--- src/rtl/param_sync_fifo.sv ---
// Parametrised single-clock FIFO with occupancy count, almost-full, sticky error flags and flush.
// Define SHOWAHEAD_EN for first-word-fall-through output; the default is a registered q with 1-cycle latency.
module param_sync_fifo #(
  parameter int DATA_WIDTH     = 32,
  parameter int DEPTH          = 16,
  parameter int ALMOST_FULL_TH = DEPTH-2
) (
  input  logic                        clock,
  input  logic                        reset,
  input  logic                        clear,
  input  logic [DATA_WIDTH-1:0]       data,
  input  logic                        wrreq,
  input  logic                        rdreq,
  output logic [DATA_WIDTH-1:0]       q,
  output logic                        empty,
  output logic                        full,
  output logic                        almost_full,
  output logic [$clog2(DEPTH):0]      usedw,
  output logic                        overflow,
  output logic                        underflow
);
  localparam int AW = $clog2(DEPTH);

  logic [DATA_WIDTH-1:0] mem [DEPTH];
  logic [AW-1:0]         wr_ptr, rd_ptr;
  logic [AW:0]           usedw_nxt;
  logic                  wr_ok, rd_ok;

  // Acceptance uses registered flags, so a same-cycle read never frees room for a write.
  assign wr_ok = wrreq && !full  && !clear;
  assign rd_ok = rdreq && !empty && !clear;

  always_comb begin
    usedw_nxt = usedw;
    if (clear)                usedw_nxt = '0;
    else if (wr_ok && !rd_ok) usedw_nxt = usedw + 1'b1;
    else if (rd_ok && !wr_ok) usedw_nxt = usedw - 1'b1;
  end

  always_ff @(posedge clock or posedge reset) begin
    if (reset) begin
      wr_ptr      <= '0;
      rd_ptr      <= '0;
      usedw       <= '0;
      empty       <= 1'b1;
      full        <= 1'b0;
      almost_full <= 1'b0;
      overflow    <= 1'b0;
      underflow   <= 1'b0;
    end else begin
      usedw       <= usedw_nxt;
      empty       <= (usedw_nxt == '0);
      full        <= (usedw_nxt == (AW+1)'(DEPTH));
      almost_full <= (usedw_nxt >= (AW+1)'(ALMOST_FULL_TH));
      if (clear) begin
        wr_ptr    <= '0;
        rd_ptr    <= '0;
        overflow  <= 1'b0;
        underflow <= 1'b0;
      end else begin
        // DEPTH is a power of two, so pointer wrap is natural overflow.
        if (wr_ok) wr_ptr <= wr_ptr + 1'b1;
        if (rd_ok) rd_ptr <= rd_ptr + 1'b1;
        if (wrreq && full)  overflow  <= 1'b1;
        if (rdreq && empty) underflow <= 1'b1;
      end
    end
  end

  // Storage carries no reset: contents are meaningless until written.
  always_ff @(posedge clock) begin
    if (wr_ok) mem[wr_ptr] <= data;
  end

`ifdef SHOWAHEAD_EN
  // Head word is presented combinationally; forced to zero while empty to avoid X on q.
  assign q = empty ? '0 : mem[rd_ptr];
`else
  always_ff @(posedge clock or posedge reset) begin
    if (reset)      q <= '0;
    else if (rd_ok) q <= mem[rd_ptr];
  end
`endif

endmodule
--- config.mk ---
export PLATFORM = sky130hd
export DESIGN_NAME = param_sync_fifo
export DESIGN_NICKNAME = d
export VERILOG_FILES = /design/src/rtl/param_sync_fifo.sv
export SDC_FILE = /design/constraint.sdc
export NUM_CORES = 1
export LEC_CHECK = 0
export ABC_AREA = 1
export CAP_MARGIN = 20
export CORE_MARGIN = 1
export CORE_UTILIZATION = 36
export CTS_BUF_LIST = sky130_fd_sc_hd__clkbuf_4 sky130_fd_sc_hd__clkbuf_8
export DETAILED_ROUTE_END_ITERATION = 6
export PLACE_DENSITY = 0.51
export SLEW_MARGIN = 40
export SYNTH_ARGS = -nofsm -noshare
export SYNTH_HDL_FRONTEND = slang
export SYNTH_SLANG_ARGS = --single-unit
--- constraint.sdc ---
create_clock -name clock -period 8.9 [get_ports clock]
set_input_delay 1.78 -clock clock [delete_from_list [all_inputs] [get_ports clock]]
set_output_delay 1.78 -clock clock [all_outputs]
set_load 0.02 [all_outputs]
==> run_results.csv <==
group,metric,value,unit
clock_network,path_clk_slew,60,ps
floorplan,rows,91,
drt,ant_nets,0,
clock_network,cts_resized,0,
worst_hold_path,hp-start,"q[8]",
drt,drc,0,
setup_path,worst_ep_arrival_time,4120,ps
drt,totalWireLength,56700,um
logic_synthesis,synthCells,1881,
placed_design,post-dp-hpwl,28700,um
global_routing,grt.total_usage,18.1,%
sta,slew_violations,0,
logic_synthesis,ys_types,28,
clock_network,cts_buffers,95,
sta,rsz0062_at_grt,"false",
logic_synthesis,async_reset_ff_share,8.90,%
logic_synthesis,synth_edf_count,512,
placed_design,port_buffers,78,
setup_path,slowest_stage,"clkdlybuf4s50_1",
logic_synthesis,synth_top_area_cell,"edfxtp_1",
setup_path,cp-start-kind,"input pin",
setup_path,path_cells,"clkdlybuf4s50_1, inv_4, nand3_4, inv_1, nand2_1, nor2_4, buf_16, buf_16",
setup_path,worstSetupPathType,"in -> reg",
sta,worst_pin_slew,827,ps
layout,nets,2017,
setup_path,cp.required,9260,ps
setup_path,cp_top_family,"buffers and inverters",
layout,fillCellCount,5858,
floorplan,die_h,253,um
clock_network,cts.sinks,562,
global_routing,first_global_vias,14400,
outcome,status,"completed",
global_routing,grt_pass1_wl,86900,um
floorplan,die_x,253,um
global_routing,antenna_found_initial,1,
setup_path,startpoint,"clear",
setup_path,cpMostUsedCell,"buf_16",
logic_synthesis,synth_top_cell_area_share,67.9,%
logic_synthesis,post-synth-top-count-cell,"nand2_1",
floorplan,core-area,61900,um^2
clock_network,cts_root_buf,"clkbuf_8",
clock_network,cts_tree,"yes",
logic_synthesis,yosysSeqAreaShare,73.4,%
global_routing,overflow,0,
pwr,irDropWorstVdd,0.109,mV
setup_path,path_max_fanout,13,
clock_network,hold_buffers,0,
pwr,p_leak,9.45,nW
clock_network,clockBufferDepth,3,
placed_design,dpl.cell_count,2713,
sta,hold_violations,0,
sta,finalSetupTns,0,ps
sta,finalCritPeriodShare,42.2,%
floorplan,start_util,36.6,%
logic_synthesis,netlist_area,22600,um^2
clock_network,h-tree-depth,3,
setup_path,r2r_start,"rd_ptr[0]",
setup_path,slowest_delay,660,ps
run,drv_cap,0,
logic_synthesis,synth.area.top_cells,"edfxtp_1 68%, nand2_1 10%, nand3_1 8.8%",
setup_path,end_kind,"flop",
sta,period_minus_slack,3760,ps
logic_synthesis,syn_area_per_cell,12.0,um^2
drt,drt_iter0_drc,744,
clock_network,post-cts-setup-buffer-count,0,
drt,vias_per_cell,4.94,
clock_network,clk_latency,680,ps
drt,wl_per_cell,19.6,um
sta,fmax,266,MHz
worst_hold_path,hp-class,"reg -> reg",
floorplan,pin_count,79,
logic_synthesis,syn_nets,1925,
drt,vias,14300,
layout,area_delta_synth_final,15.9,%
logic_synthesis,yosysWarnings,0,
layout,final_cells,2892,
logic_synthesis,synthTopCellsByCount,"611 x nand2_1, 512 x edfxtp_1, 397 x nand3_1",
setup_path,critPathBufInv,5,
sta,setup_viol,0,
logic_synthesis,ys_ff_latch,562,
pwr,cellPowerDensity,247,nW/um^2
sta,fin_worst_skew,28.9,ps
logic_synthesis,ys.flop_type,"edfxtp_1",
global_routing,grt_max_degree,108,
sta,slew_headroom,44.9,%
drt,drtPass1Iterations,5,
placed_design,gp_congestion,0.775,
floorplan,dieArea,63900,um^2
layout,drive_above_1_share,11.2,%
## area by class of cell
cell class | instances | area (um^2) | area share (%)
multi-input cells | 1171 | 5270 | 20.1
well taps | 837 | 1050 | 3.99
inverters | 33 | 140 | 0.534
clock buffers | 149 | 1790 | 6.81
clock inverters | 29 | 185 | 0.706
diodes | 1 | 2.50 | 0.00953
flip-flops and latches | 562 | 16600 | 63.4
repair buffers | 110 | 1170 | 4.47
## power breakdown
group          internal, W  total [W]  leakage (nW)  switching [W]
combinational     0.000367    0.00105          3.16       0.000685
clock              0.00133    0.00234          1.05        0.00101
sequential         0.00299    0.00308          5.24      0.0000907
## routing by layer
metal / GRT usage (%) / wire length, um / vias to the layer above
li1: - / - / 6841
met5: 0 / 0 / -
met2: 29.8 / 27600 / 304
met4: 6.11 / 1110 / 0
met3: 2.89 / 2390 / 84
met1: 24.2 / 25700 / 7071
## placed cells by master (no fill, tap or decap), types with 3 or more instances in the layout
cell type and count:
dfrtp_4 3, o21ai_0 8, clkdlybuf4s50_1 78, clkbuf_8 107, nor3_2 12, nor2_1 12
ha_1 7, nand4_1 3, buf_6 5, nand2_1 611, clkinv_1 17, clkinv_2 8
edfxtp_1 512, dfrtp_1 45, inv_1 25, a21oi_1 72, clkbuf_4 42, buf_4 20
buf_16 6, inv_2 4, nor2_4 5, nand3_1 397, o21ai_1 34
## cells by family (layout without fill, tap and decap cells)
| kind of cell | count (synthesis) | in the layout | share of synthesized area [%] |
|---|---|---|---|
| adder cells (fa/ha/maj) | 7 | 7 | 0.387 |
| flip-flops | 562 | 562 | 73.4 |
| buffers and inverters | 148 | 321 | 3.71 |
| other | 0 | 1 | 0 |
| AO/OA/AOI/OAI | 114 | 114 | 2.52 |
| AND/OR/NAND/NOR | 1050 | 1050 | 20.0 |
## worst register-to-register path, stage by stage, from the launching register on
cell,delay (ps)
dfrtp_4,640
buf_12,260
inv_8,560
buf_4,810
nand2_1,120
nand3_1,120
nand3_1,100
a21oi_1,290
o21ai_1,110
nand2_1,60
## worst paths after layout
check / endpoint / slack (ps) / cells past startpoint
worst max-delay path: mem[4][25] / 5140 / 8
worst min-delay path: q[8] / 500 / 2
worst max register to register: q[21] / 5780 / 9
worst min register to register: q[8] / 500 / 2
max in group asynchronous: rd_ptr[1] / 6850 / 3
min in group asynchronous: q[10] / 1590 / 3
## per-stage QoR
step / hold WS [ps] / util [%] / instance area (um^2) / power (W) / setup WS [ps]
CTS: 503 / 42.4 / 26200 / 0.00656 / 5180
finish: 497 / 42.4 / 26200 / 0.00647 / 5140
global placement: 482 / 38.8 / 24100 / 0.00417 / 4260
floorplan: 514 / - / 22600 / 0.00381 / 3840
global route: 517 / 42.4 / 26200 / 0.00679 / 5070
detailed placement: 480 / 39.2 / 24300 / 0.00420 / 4470
## flip-flops by register name, indices dropped and copies added, names as in the netlist
| signal | count |
|---|---|
| mem | 512 |
| q | 32 |
| usedw | 5 |
| rd_ptr | 4 |
| wr_ptr | 4 |
| almost_full | 1 |
| empty | 1 |
| full | 1 |
| overflow | 1 |
| underflow | 1 |
Power figures use the tool's default switching activity.
